[src/rtl/dest_reg_scoreboard.sv]
// -----------------------------------------------------------------------------
// dest_reg_scoreboard
//
// Tracks in-flight register writes for the 32 general-purpose registers.
// Each register r (1..31) has a CNT_W-bit pending-write counter. Decode may
// issue an instruction only when:
//   - none of its read sources has a pending write, and
//   - its destination counter has room for one more write.
// Write-back retires one destination per cycle.
//
// Parameters:
//   CNT_W      width of each pending-write counter (max 2^CNT_W-1 writes)
//   WB_BYPASS  1: a same-cycle retire releases a source hazard whose count is 1
//
// Ports:
//   clk, rst_n         clock, asynchronous active-low reset
//   issue_valid        decode presents an instruction
//   issue_ready        instruction may be accepted (combinational)
//   issue_we           instruction writes issue_rd
//   issue_rd           destination register number
//   issue_rs/issue_rt  source register numbers
//   issue_use_rs/_rt   the matching source is actually read
//   wb_valid, wb_rd    write-back retires one write to wb_rd
//   busy[31:0]         bit i set while register i has pending writes
//   stall              issue_valid && !issue_ready
//   err                sticky retire-underflow flag
// -----------------------------------------------------------------------------
module dest_reg_scoreboard #(
    parameter int CNT_W     = 2,
    parameter bit WB_BYPASS = 1'b1
) (
    input  logic        clk,
    input  logic        rst_n,
    input  logic        issue_valid,
    output logic        issue_ready,
    input  logic        issue_we,
    input  logic [4:0]  issue_rd,
    input  logic [4:0]  issue_rs,
    input  logic [4:0]  issue_rt,
    input  logic        issue_use_rs,
    input  logic        issue_use_rt,
    input  logic        wb_valid,
    input  logic [4:0]  wb_rd,
    output logic [31:0] busy,
    output logic        stall,
    output logic        err
);

    localparam logic [CNT_W-1:0] CNT_MAX = {CNT_W{1'b1}};
    localparam logic [CNT_W-1:0] CNT_ONE = CNT_W'(1);

    // Entry 0 exists only so every 5-bit index is in range; it stays zero.
    logic [CNT_W-1:0] cnt_q [32];

    logic [CNT_W-1:0] cnt_rs;
    logic [CNT_W-1:0] cnt_rt;
    logic [CNT_W-1:0] cnt_rd;
    logic [CNT_W-1:0] cnt_wb;
    logic             hazard_rs;
    logic             hazard_rt;
    logic             full_rd;
    logic             issue_fire;
    logic             underflow;
    logic [31:0]      inc;
    logic [31:0]      dec;

    assign cnt_rs = cnt_q[issue_rs];
    assign cnt_rt = cnt_q[issue_rt];
    assign cnt_rd = cnt_q[issue_rd];
    assign cnt_wb = cnt_q[wb_rd];

    always_comb begin
        hazard_rs = issue_use_rs && (issue_rs != 5'd0) && (cnt_rs != '0);
        // Zero-cycle release: the last pending write retires this very cycle.
        if (WB_BYPASS && wb_valid && (wb_rd == issue_rs) && (cnt_rs == CNT_ONE))
            hazard_rs = 1'b0;

        hazard_rt = issue_use_rt && (issue_rt != 5'd0) && (cnt_rt != '0);
        if (WB_BYPASS && wb_valid && (wb_rd == issue_rt) && (cnt_rt == CNT_ONE))
            hazard_rt = 1'b0;

        // A same-cycle retire of the same register frees a slot, so net count holds.
        full_rd = issue_we && (issue_rd != 5'd0) && (cnt_rd == CNT_MAX)
                  && !(wb_valid && (wb_rd == issue_rd));
    end

    assign issue_ready = !hazard_rs && !hazard_rt && !full_rd;
    assign stall       = issue_valid && !issue_ready;
    assign issue_fire  = issue_valid && issue_ready;
    assign underflow   = wb_valid && (wb_rd != 5'd0) && (cnt_wb == '0);

    always_comb begin
        inc = '0;
        dec = '0;
        for (int i = 1; i < 32; i++) begin
            inc[i] = issue_fire && issue_we && (issue_rd == 5'(i));
            dec[i] = wb_valid && (wb_rd == 5'(i)) && (cnt_q[i] != '0);
        end
    end

    always_ff @(posedge clk or negedge rst_n) begin
        if (!rst_n) begin
            for (int i = 0; i < 32; i++)
                cnt_q[i] <= '0;
            err <= 1'b0;
        end else begin
            cnt_q[0] <= '0;
            for (int i = 1; i < 32; i++) begin
                if (inc[i] && !dec[i])
                    cnt_q[i] <= cnt_q[i] + CNT_ONE;
                else if (dec[i] && !inc[i])
                    cnt_q[i] <= cnt_q[i] - CNT_ONE;
            end
            if (underflow)
                err <= 1'b1;
        end
    end

    // busy is a pure decode of the counter registers, so it clears
    // asynchronously with reset and never glitches on input changes.
    always_comb begin
        busy = '0;
        for (int i = 1; i < 32; i++)
            busy[i] = (cnt_q[i] != '0);
    end

endmodule

[config.mk]
export PLATFORM = sky130hd
export DESIGN_NAME = dest_reg_scoreboard
export DESIGN_NICKNAME = d
export VERILOG_FILES = /design/src/rtl/dest_reg_scoreboard.sv
export SDC_FILE = /design/constraint.sdc
export NUM_CORES = 1
export LEC_CHECK = 0
export CORE_MARGIN = 2
export CORE_UTILIZATION = 58
export CTS_BUF_LIST = sky130_fd_sc_hd__clkbuf_16
export CTS_CLUSTER_DIAMETER = 60
export CTS_CLUSTER_SIZE = 25
export DETAILED_ROUTE_END_ITERATION = 10
export GPL_TIMING_DRIVEN = 0
export PLACE_DENSITY = 0.82
export RECOVER_POWER = 25
export SKIP_CTS_REPAIR_TIMING = 1
export SLEW_MARGIN = 0
export SYNTH_ARGS = -nofsm -noshare
export SYNTH_HDL_FRONTEND = slang
export SYNTH_SLANG_ARGS = --single-unit
[constraint.sdc]
create_clock -name clk -period 3.9 [get_ports clk]
set_input_delay 0.78 -clock clk [delete_from_list [all_inputs] [get_ports clk]]
set_output_delay 0.78 -clock clk [all_outputs]
set_load 0.05 [all_outputs]
==> qor.yml <==
outcome: "finished, violations left"
violations: "capacitance limit, slew limit"
power_density_nw_per_um2: 728
r2r-start: "cnt_q[20]$_DFFE_PN0P_"
wl_per_cell_um: 23.5
die_y_um: 104
dr.first_iter.drc_count: 467
max_stage_delay_ns: 0.52
grt_usage: 0.354
ant_nets: 0
worstMarginPinSlew_ns: 1.72
cp_common_cell: "buf_6"
cts_inserted_buffers: 9
setup_viol: 0
min_path_type: "register to register"
wl_met3_um: 2050
max_slew_margin: -0.150
yosysTopAreaCellShare: 0.272
critPathTopFamily: "buffers and inverters"
core-area_um2: 9730
yosysTopAreaCell: "dfrtp_1"
hold_start: "err$_DFFE_PN0P_"
synth-seq-area-share: 0.272
area_delta_synth_final_pct: 17.1
dieArea_um2: 10800
topRoutingLayerUsed: "met4"
nFillCells: 787
seqCellArea_um2: 1580
routed_wl_um: 18300
yosys_warnings: 0
path_clk_slew_ns: 0.05
cp.arrival_ns: 3.09
rows: 36
gp_congestion: 1.02
dr_wl_met2_um: 8210
synth_async_sr_flop_share: 1.00
ys_types: 48
rsz0062_at_grt: "true"
cp_cell_sequence: "clkdlybuf4s50_1 -> buf_6 -> xor2_1 -> nor4_1 -> nand3_1 -> o2111ai_2 -> o2111ai_4 -> buf_6 -> nor2_1 -> buf_4"
vdd_drop_max_mv: 0.738
hold_viol_final: 0
port_buffers: 48
p_leak_nw: 3.01
initial_core_util: 0.595
dp_cells: 759
skew_ns: 0.00428
crit_type: "input pin to output port"
clock-root-buffer: "clkbuf_16"
max_freq_ghz: 0.258
grt_pass1_vias: 5150
drive_gt1_frac: 0.201
synth-seq-cells: 63
syn_avg_cell_area_um2: 10.0
grt_max_degree: 37
hold_end: "err$_DFFE_PN0P_"
multi_input_area_um2: 4040
required_ns: 3.12
drv_slew: 66
insertion_delay_ns: 0.34
whs_path_depth: 1
synth_nets: 635
wl_met1_um: 7460
stdcell_area_um2: 6780
grt_pass1_wl_um: 28900
r2r_cells: 9
r2r_slack_ns: 0.53
cap_violations: 2
cp-end-kind: "output port"
drt_pass1_iterations: 5
finalCritPeriodShare: 0.992
post-route-min-period_ns: 3.87
layout.cells.non_filler: 779
synthesis.area_um2: 5790
yosys-top-cells-area: "dfrtp_1, mux4_2, xor2_1"
synth_ff_type: "dfrtp_1"
critical_path_buf_inv_count: 4
drc: 0
fin_nets: 701
synth_enable_flop_cells: 0
die_x_um: 104
cp-start-kind: "input pin"
cts_tree: "built"
cts-htree-levels: 3
slowest_stage: "clkdlybuf4s50_1"
cts_num_sinks: 63
critPathMaxFanout: 10
io_pins: 62
antennaDiodeCount: 0
grt_overflow_total: 0
antenna_found_initial: 1
vias: 5092
vias_per_cell: 6.54
hpwl_um: 14000
synthCells: 577
place_area_um2: 6450
clock_path_buffers: 2
r2r_end: "cnt_q[15]$_DFFE_PN0P_"
cell usage after synthesis (all sizes together) (7+ instances only):
cell type / n
xor2: 74
nand3: 47
nand2: 23
clkbuf: 15
o2111ai: 8
or2: 32
ha: 31
nor3: 37
xnor2: 34
nor2b: 7
dfrtp: 63
mux4: 38
mux2i: 32
o21ai: 10
mux2: 11
buf: 19
nor2: 49
per-layer routing:
layer | global-route usage | vias up
met1 | 0.480 | 2496
li1 | - | 2210
met3 | 0.0996 | 65
met5 | 0 | -
met2 | 0.541 | 321
met4 | 0.134 | 0
registers in the layout (all words and copies together), names as in the netlist:
register,cells
cnt_q,62
err,1
through the flow:
step,setup slack (ns),TNS (ns),power (mW),hold slack [ns],utilization
floorplan,0.0235,0,3.26,0.484,-
global placement,-1.09,-33.36,4.09,0.437,0.662
detailed placement,-1.09,-37.99,4.15,0.447,0.663
CTS,-1.10,-16.94,4.87,0.459,0.689
global route,-0.0959,-0.449,5.14,0.468,0.697
finish,0.0310,0,4.94,0.458,0.697
kinds of logic (layout without fill, tap and decap cells):
family,count (synthesis),in the layout,synth area share
XOR/XNOR,108,108,0.163
adder cells (fa/ha/maj),31,31,0.0670
buffers and inverters,41,110,0.0348
multiplexers,81,81,0.226
flip-flops,63,63,0.272
AO/OA/AOI/OAI,41,41,0.0553
AND/OR/NAND/NOR,211,211,0.180
other,1,1,0.000647
placed cells by master, fill, tap and decap left out, types with 9 or more instances in the layout:
cell type,n
xor2_1,74
dfrtp_1,63
nor2_1,49
nand3_1,46
clkdlybuf4s50_1,43
nor3_1,36
mux4_2,35
xnor2_1,34
mux2i_1,32
or2_2,32
ha_1,31
nand2_1,23
mux2_2,11
o21ai_0,10
buf_2,9
buf_4,9
clkbuf_1,9
clkbuf_16,9
how the worst max path moves through the flow:
stage / slack (ns) / cells past startpoint / startpoint / to
after global placement: -1.09 / 9 / issue_rt[0] / issue_ready
after detailed placement: -1.09 / 10 / wb_rd[3] / issue_ready
after global routing: -0.1 / 10 / wb_rd[3] / issue_ready
after CTS: -1.10 / 10 / wb_rd[3] / issue_ready
final: 0.03 / 10 / wb_rd[3] / issue_ready
after floorplan: 0.02 / 9 / issue_rs[0] / issue_ready
worst register-to-register path, delay by kind of cell, from the launching register on:
kind                       cells  cell delay, ns
AOI/OAI and AO/OA              2            0.96
muxes                          1            0.50
adders and majority gates      1            0.24
xor gates and xnor gates       2            0.29
and+or+nand+nor                3            0.79
DFF                            1            0.48
where the power goes:
part	switching, mW	total (mW)	internal, mW
logic	1.55	2.76	1.20
registers	0.558	1.48	0.927
clock network	0.284	0.695	0.411
total	2.39	4.94	2.54
area by class of cell:
class / instances / area share
timing repair buffer: 55 / 0.0766
multi-input combinational: 473 / 0.596
clock inverter: 5 / 0.00295
tap: 133 / 0.0245
buffer: 34 / 0.0303
sequential: 63 / 0.232
clock buffer: 9 / 0.0332
inverter: 7 / 0.00387
(Power assumes the default switching activity.)
